### src/rtl/key_event_decoder_if.sv
// key_event_decoder_if: bundles the debounced key level going into the decoder
// with the event pulses and busy flag coming out of it.
`timescale 1ns/1ps
interface key_event_decoder_if;
  logic click_n;   // debounced key level, 0 = pressed
  logic short_p;   // single short press
  logic double_p;  // double click
  logic long_p;    // long-press threshold reached
  logic repeat_p;  // auto-repeat tick while held after a long press
  logic busy;      // decoder is tracking a gesture

  // Key side / consumer of events
  modport master (
    output click_n,
    input  short_p, double_p, long_p, repeat_p, busy
  );

  // Decoder side
  modport slave (
    input  click_n,
    output short_p, double_p, long_p, repeat_p, busy
  );
endinterface

### src/rtl/key_event_decoder.sv
// key_event_decoder: turns the debounced, active-low key level into one-cycle
// event pulses (short press, double click, long press, auto-repeat).
// A single counter times every phase and is cleared on each state change.
// Optional feature macro: KEY_EVENT_REPEAT_EN. When defined, HOLD emits
// repeat_p every REPEAT_TIME cycles; when undefined, the repeat timer is not
// built, repeat_p is tied low and HOLD only waits for the key release.
`timescale 1ns/1ps
module key_event_decoder #(
  parameter int LONG_TIME   = 50_000_000,
  parameter int DBL_GAP     = 12_500_000,
  parameter int REPEAT_TIME = 5_000_000,
  parameter int CNT_W       = 26
) (
  input  logic                clk,
  input  logic                rst_n,
  key_event_decoder_if.slave  bus
);

  // The counter must reach every terminal count without wrapping.
  localparam longint MAX_TIME =
    (LONG_TIME >= DBL_GAP && LONG_TIME >= REPEAT_TIME) ? longint'(LONG_TIME) :
    (DBL_GAP >= REPEAT_TIME)                           ? longint'(DBL_GAP)   :
                                                         longint'(REPEAT_TIME);

  generate
    if ((longint'(1) << CNT_W) <= MAX_TIME) begin : g_cnt_w_too_small
      $error("key_event_decoder: CNT_W too small for the configured timings");
    end
  endgenerate

  // Terminal counts: the event fires on the cycle the counter shows N-1.
  localparam logic [CNT_W-1:0] LONG_LAST = CNT_W'(LONG_TIME - 1);
  localparam logic [CNT_W-1:0] DBL_LAST  = CNT_W'(DBL_GAP - 1);
`ifdef KEY_EVENT_REPEAT_EN
  localparam logic [CNT_W-1:0] REP_LAST  = CNT_W'(REPEAT_TIME - 1);
`endif

  typedef enum logic [2:0] {
    IDLE   = 3'd0,
    PRESS1 = 3'd1,
    WAIT2  = 3'd2,
    PRESS2 = 3'd3,
    HOLD   = 3'd4
  } state_t;

  state_t           state_q, state_d;
  logic [CNT_W-1:0] cnt_q, cnt_d;
  logic             click_q;          // previous key level, idles released
  logic             short_q, short_d;
  logic             double_q, double_d;
  logic             long_q, long_d;
`ifdef KEY_EVENT_REPEAT_EN
  logic             repeat_q, repeat_d;
`endif

  logic fall;
  logic rise;

  // Key edges against the previous level; a key held low through reset
  // release is seen as a fresh press because click_q resets high.
  assign fall = click_q & ~bus.click_n;
  assign rise = ~click_q & bus.click_n;

  // State register, counter, edge history and registered pulse outputs.
  always_ff @(posedge clk or negedge rst_n) begin
    if (!rst_n) begin
      state_q  <= IDLE;
      cnt_q    <= '0;
      click_q  <= 1'b1;
      short_q  <= 1'b0;
      double_q <= 1'b0;
      long_q   <= 1'b0;
`ifdef KEY_EVENT_REPEAT_EN
      repeat_q <= 1'b0;
`endif
    end else begin
      state_q  <= state_d;
      cnt_q    <= cnt_d;
      click_q  <= bus.click_n;
      short_q  <= short_d;
      double_q <= double_d;
      long_q   <= long_d;
`ifdef KEY_EVENT_REPEAT_EN
      repeat_q <= repeat_d;
`endif
    end
  end

  // Gesture classification: next state, counter update and pulse requests.
  // Key edges are tested before the terminal counts so that an edge landing
  // on the same cycle as a timeout takes precedence.
  always_comb begin
    state_d  = state_q;
    cnt_d    = cnt_q + 1'b1;
    short_d  = 1'b0;
    double_d = 1'b0;
    long_d   = 1'b0;
`ifdef KEY_EVENT_REPEAT_EN
    repeat_d = 1'b0;
`endif
    case (state_q)
      IDLE: begin
        cnt_d = '0;
        if (fall) begin
          state_d = PRESS1;
        end
      end

      PRESS1: begin
        if (rise) begin
          state_d = WAIT2;
          cnt_d   = '0;
        end else if (cnt_q == LONG_LAST) begin
          long_d  = 1'b1;
          state_d = HOLD;
          cnt_d   = '0;
        end
      end

      WAIT2: begin
        if (fall) begin
          double_d = 1'b1;
          state_d  = PRESS2;
          cnt_d    = '0;
        end else if (cnt_q == DBL_LAST) begin
          short_d = 1'b1;
          state_d = IDLE;
          cnt_d   = '0;
        end
      end

      // Second press of a double click: its duration is irrelevant.
      PRESS2: begin
        cnt_d = '0;
        if (rise) begin
          state_d = IDLE;
        end
      end

      HOLD: begin
`ifdef KEY_EVENT_REPEAT_EN
        if (rise) begin
          state_d = IDLE;
          cnt_d   = '0;
        end else if (cnt_q == REP_LAST) begin
          repeat_d = 1'b1;
          cnt_d    = '0;
        end
`else
        cnt_d = '0;
        if (rise) begin
          state_d = IDLE;
        end
`endif
      end

      default: begin
        state_d = IDLE;
        cnt_d   = '0;
      end
    endcase
  end

  assign bus.short_p  = short_q;
  assign bus.double_p = double_q;
  assign bus.long_p   = long_q;
`ifdef KEY_EVENT_REPEAT_EN
  assign bus.repeat_p = repeat_q;
`else
  assign bus.repeat_p = 1'b0;
`endif
  assign bus.busy     = (state_q != IDLE);

endmodule

### src/flat_wrapper.sv
// flat-port wrapper written by rule: the top's interface ports become plain ports
module key_event_decoder_flat 
#(
  parameter int LONG_TIME   = 50_000_000,
  parameter int DBL_GAP     = 12_500_000,
  parameter int REPEAT_TIME = 5_000_000,
  parameter int CNT_W       = 26
)
  (clk, rst_n, bus_click_n, bus_short_p, bus_double_p, bus_long_p, bus_repeat_p, bus_busy);
  key_event_decoder_if bus_i ();
  input  logic clk;
  input  logic rst_n;
  input wire logic [$bits(bus_i.click_n)-1:0] bus_click_n;
  output wire logic [$bits(bus_i.short_p)-1:0] bus_short_p;
  output wire logic [$bits(bus_i.double_p)-1:0] bus_double_p;
  output wire logic [$bits(bus_i.long_p)-1:0] bus_long_p;
  output wire logic [$bits(bus_i.repeat_p)-1:0] bus_repeat_p;
  output wire logic [$bits(bus_i.busy)-1:0] bus_busy;
  assign bus_i.click_n = bus_click_n;
  assign bus_short_p = bus_i.short_p;
  assign bus_double_p = bus_i.double_p;
  assign bus_long_p = bus_i.long_p;
  assign bus_repeat_p = bus_i.repeat_p;
  assign bus_busy = bus_i.busy;
  key_event_decoder #(.LONG_TIME(LONG_TIME), .DBL_GAP(DBL_GAP), .REPEAT_TIME(REPEAT_TIME), .CNT_W(CNT_W)) u_core (.clk(clk), .rst_n(rst_n), .bus(bus_i));
endmodule
### config.mk
export PLATFORM = sky130hd
export DESIGN_NAME = key_event_decoder_flat
export DESIGN_NICKNAME = d
export VERILOG_FILES = /design/src/rtl/key_event_decoder_if.sv /design/src/rtl/key_event_decoder.sv /design/src/flat_wrapper.sv
export SDC_FILE = /design/constraint.sdc
export NUM_CORES = 1
export LEC_CHECK = 0
export ABC_AREA = 1
export CAP_MARGIN = 20
export CELL_PAD_IN_SITES_DETAIL_PLACEMENT = 0
export CELL_PAD_IN_SITES_GLOBAL_PLACEMENT = 1
export CORE_MARGIN = 3
export CORE_UTILIZATION = 45
export DETAILED_ROUTE_END_ITERATION = 10
export PLACE_DENSITY = 0.8
export SLEW_MARGIN = 20
export SYNTH_ARGS = -nofsm -noshare
export SYNTH_HDL_FRONTEND = slang
export SYNTH_SLANG_ARGS = --single-unit
### constraint.sdc
create_clock -name clk -period 1.96 [get_ports clk]
set_input_delay 0.294 -clock clk [delete_from_list [all_inputs] [get_ports clk]]
set_output_delay 0.294 -clock clk [all_outputs]
set_load 0.005 [all_outputs]
# == After elaboration in Yosys (flattened, before gate mapping) ==
# Index checks and enable logic that the tools add are counted.
# word_totals
reg_bits,33
elab_cells,45
# classes
addsub,1
n_eq_ne,10
muxes,20
n_bitwise,4
reduce_logical,4
# op_table
operator,count
$mux W26,4
$pmux W26 S2,1
$add A26 B1 Y26 const B,1
$eq A26 B24 Y1 const B,1
$eq A26 B26 Y1 const B,1
$mux W3,6
$pmux W3 S4,1
$mux W1,8
$eq A3 B2 Y1 const B,2
$ne A3 B1 Y1 const B,2
$ne A2 B1 Y1 const B,2
$reduce_and A4 Y1,1
$eq A3 B1 Y1 const B,1
$eq A3 B3 Y1 const B,1
$logic_not A3 Y1,1
$reduce_bool A3 Y1,1
$and A1 B1 Y1,2
$not A1 Y1,2
$reduce_or A2 Y1,1

# == Logic depth before layout (Yosys ltp) ==
# logic_depth
depth_word,4
ltp_mapped,12
ltp_nobuf,12

# == Worst setup path before layout ==
# Ideal clock, no wire load.
# synth_timing
path_type,register to register
startpoint,reg u_core.cnt_q[0]
endpoint,reg u_core.cnt_q[10]
setup_time_ns,0.120
arrival_time_ns,1.434
setup_slack_ns,0.406
path_stages_with_launch,12
n_path_buf,1
period_less_slack_ns,1.554
cell_sequence,dfrtp_1 > ha_1 > nand2_2 > nor2_2 > nand2_1 > inv_1 > nand2_1 > nor2_1 > nand2_1 > nand2_4 > buf_8 > nor2_2
# synth_between
elab_chain_len,4
word_cells_on_any_way,8
# synth_lines
item,line_no,source
from (decl),key_event_decoder.sv:47,"logic [CNT_W-1:0] cnt_q, cnt_d;"
from (signal assigned),key_event_decoder.sv:78,cnt_q <= cnt_d;
$add A26 B1 Y26 (tied with other cells),key_event_decoder.sv:94,cnt_d = cnt_q + 1'b1;
$mux W26 (on tied branches),"key_event_decoder.sv:125, key_event_decoder.sv:113",
$mux W26 (on tied branches),"key_event_decoder.sv:121, key_event_decoder.sv:110",
$pmux W26 S2 (*),key_event_decoder.sv:101,case (state_q)
via u_core.cnt_d[10],key_event_decoder.sv:47,
# Mark *: on every way through the listed nets, which the timed path passes. The rest lies on a longest branch.
# A chain may end at the register's enable or synchronous reset.

# == Final worst setup path ==
# layout_timing
startpoint,reg u_core.cnt_q[0]
endpoint,reg u_core.cnt_q[24]
# The elaborated chain is that of the path after synthesis.

==> results.cfg <==
[run_status]
status = completed

[sta]
tns_ns = 0
holdWs_ns = 0.421
fin_crit_ns = 1.70
drv_slew = 0
fmax_ghz = 0.587
setup_viol = 0
finalHoldViolations = 0
timing.final.crit_share_pct = 87.0
clock_skew_ns = 0.00555
rsz0062_at_grt = false

[synth]
syn-cell-area_um2 = 1900
synth_mux_area_share_pct = 0
synthXorXnorAreaFrac_pct = 7.85
syn-num-nets = 247
synth_seq_cells = 33
synth_top_family_by_area = simple AND/OR/NAND/NOR gates
synth_simple_gate_area_share_pct = 37.0
synth_cell_types = 27
seq_area_frac_synth_pct = 43.6
synthCells = 243
ys_warn_count = 0
synthAdderAreaFrac_pct = 0.660
syn_avg_cell_area_um2 = 7.81
synth_compound_area_share_pct = 3.17

[cts]
cts_sinks = 33
clockRootBuffer = clkbuf_8
tritoncts = done
path_clk_slew_ns = 0.07
cts_buffers = 5
h-tree-depth = 2
holdBufCountCts = 0
cts_max_path_buffers = 2
clk_latency_ns = 0.29

[finish]
mostFrequentLayoutCells = nor2_1 (47), nand2_1 (44), dfrtp_1 (32), inv_1 (29), nand3_1 (15)
num_antenna_cells = 0
drive_above_1_share_pct = 15.6
fin_util_pct = 54.6
layout.nets = 260
final_common_cell = nor2_1
area_delta_synth_final_pct = 11.0
fill_cells = 380
stdcell_count = 305

[critical_path]
startpoint = u_core.cnt_q[0]
worstPathArrival_ns = 1.88
r2r_slack_ns = 0.26
worst-setup-path-type = reg2reg
start_kind = flip-flop
path_max_fanout = 4
r2r_start = u_core.cnt_q[0]
required_ns = 2.13
endpoint_kind = flip-flop

[global_routing]
grtUsageTotal_pct = 16.6
grt_pass1_vias = 1470
grt_pass1_wl_um = 6660
grt_start_max_net_pins = 34
grt_overflow = 0
antenna_found_initial = 0

[floorplan]
die_w_um = 70.9
die-area_um2 = 5030
start_util_pct = 49.2
core_um2 = 3850
die-height_um = 70.9
io_pins = 8
rows = 22

[pwr]
p_leak_nw = 0.873
ir_worst_vdd_uv = 591
power.density_nw_per_um2 = 810

[drt]
routedWlPerCell_um = 12.2
route.detailed.drc = 0
via_count = 1457
wirelength_um = 3730
drt-initial-drc-count = 68
viasPerCell = 4.78
dr.pass1.iters = 4
ant_nets = 0

[place]
io_buffers = 6
routabilityCongestion = 0.841
placedCellCount = 296
hpwl_um = 2740

[hold_path]
min_path_type = in2async

[flow_run]
max-cap-violations = 0
area by class of cell:
type	count	area, um^2	area share [%]
multi-input cells	178	932	44.3
repair buffers	9	95.1	4.52
clock buffers	6	72.6	3.45
inverters	29	109	5.17
well taps	48	60.1	2.85
flip-flops and latches	33	827	39.3
clock inverters	2	10.0	0.475
critical path, stage by stage (launching register included):
cell and delay, ns:
dfrtp_1 0.38, ha_1 0.20, nand2_2 0.09, nor2_1 0.18, nand2_1 0.13, nor3_2 0.27
nand3_1 0.15, xor2_1 0.15, nor2_1 0.05
final timing paths:
kind,endpoint,cells after the start
worst max register to register,u_core.cnt_q[24],8
min in group clk,u_core.click_q,1
worst min register to register,u_core.state_q[2],2
worst min-delay path,u_core.cnt_q[6],2
worst max-delay path,u_core.cnt_q[24],8
max in group asynchronous,u_core.click_q,2
kinds of logic (layout without fill, tap and decap cells):
logic type | after synthesis | count (layout)
other | 1 | 1
AOI/OAI and AO/OA | 11 | 11
buffers and inverters | 32 | 46
xor gates and xnor gates | 17 | 17
DFF | 33 | 33
adders and majority gates | 1 | 1
and+or+nand+nor | 148 | 148
through the flow:
stage	instance area, um^2	worst slack (ns)	power, mW
2_1_floorplan	1900	0.406	1.11
3_3_place_gp	2010	0.221	1.22
3_5_place_dp	2010	0.204	1.22
4_1_cts	2090	0.202	1.72
5_1_grt	2110	0.0191	1.82
6_report	2110	0.255	1.71
synth_stat cells (all sizes together):
| library cell | number | area share, % |
|---|---|---|
| a21oi | 3 | 0.79 |
| a31oi | 1 | 0.33 |
| and3 | 1 | 0.33 |
| buf | 3 | 1.8 |
| conb | 1 | 0.20 |
| dfrtp | 32 | 42 |
| dfstp | 1 | 1.4 |
| ha | 1 | 0.66 |
| inv | 29 | 5.7 |
| nand2 | 53 | 12 |
| nand3 | 15 | 4.0 |
| nand4 | 3 | 0.99 |
| nor2 | 63 | 15 |
| nor3 | 12 | 4.6 |
| o21ai | 6 | 1.6 |
| o22a | 1 | 0.46 |
| or2 | 1 | 0.33 |
| xnor2 | 3 | 1.4 |
| xor2 | 14 | 6.5 |
registers in the layout, indices dropped and copies added, names as in the netlist:
signal	count
u_core.bus.double_p	1
u_core.bus.long_p	1
u_core.click_q	1
u_core.bus.short_p	1
u_core.cnt_q	26
u_core.state_q	3
power by group:
group          switching [mW]  total [mW]  internal, mW  leakage (nW)
logic                   0.279       0.450         0.171         0.374
registers              0.0400       0.763         0.723         0.454
clock network           0.247       0.493         0.246        0.0450
total                   0.566        1.71          1.14         0.873
per-layer routing:
layer / global-route usage, % / wire length, um / vias up
li1: - / - / 772
met1: 22.8 / 1900 / 665
met2: 26.2 / 1680 / 16
met3: 4.69 / 108 / 4
met4: 3.76 / 42 / 0
met5: 0 / 0 / -
repair_timing:
action,4_1_cts,5_1_grt
gates resized for setup,0,1
buffers inserted,0,1
setup endpoints to repair,0,21
(Power assumes the default switching activity.)
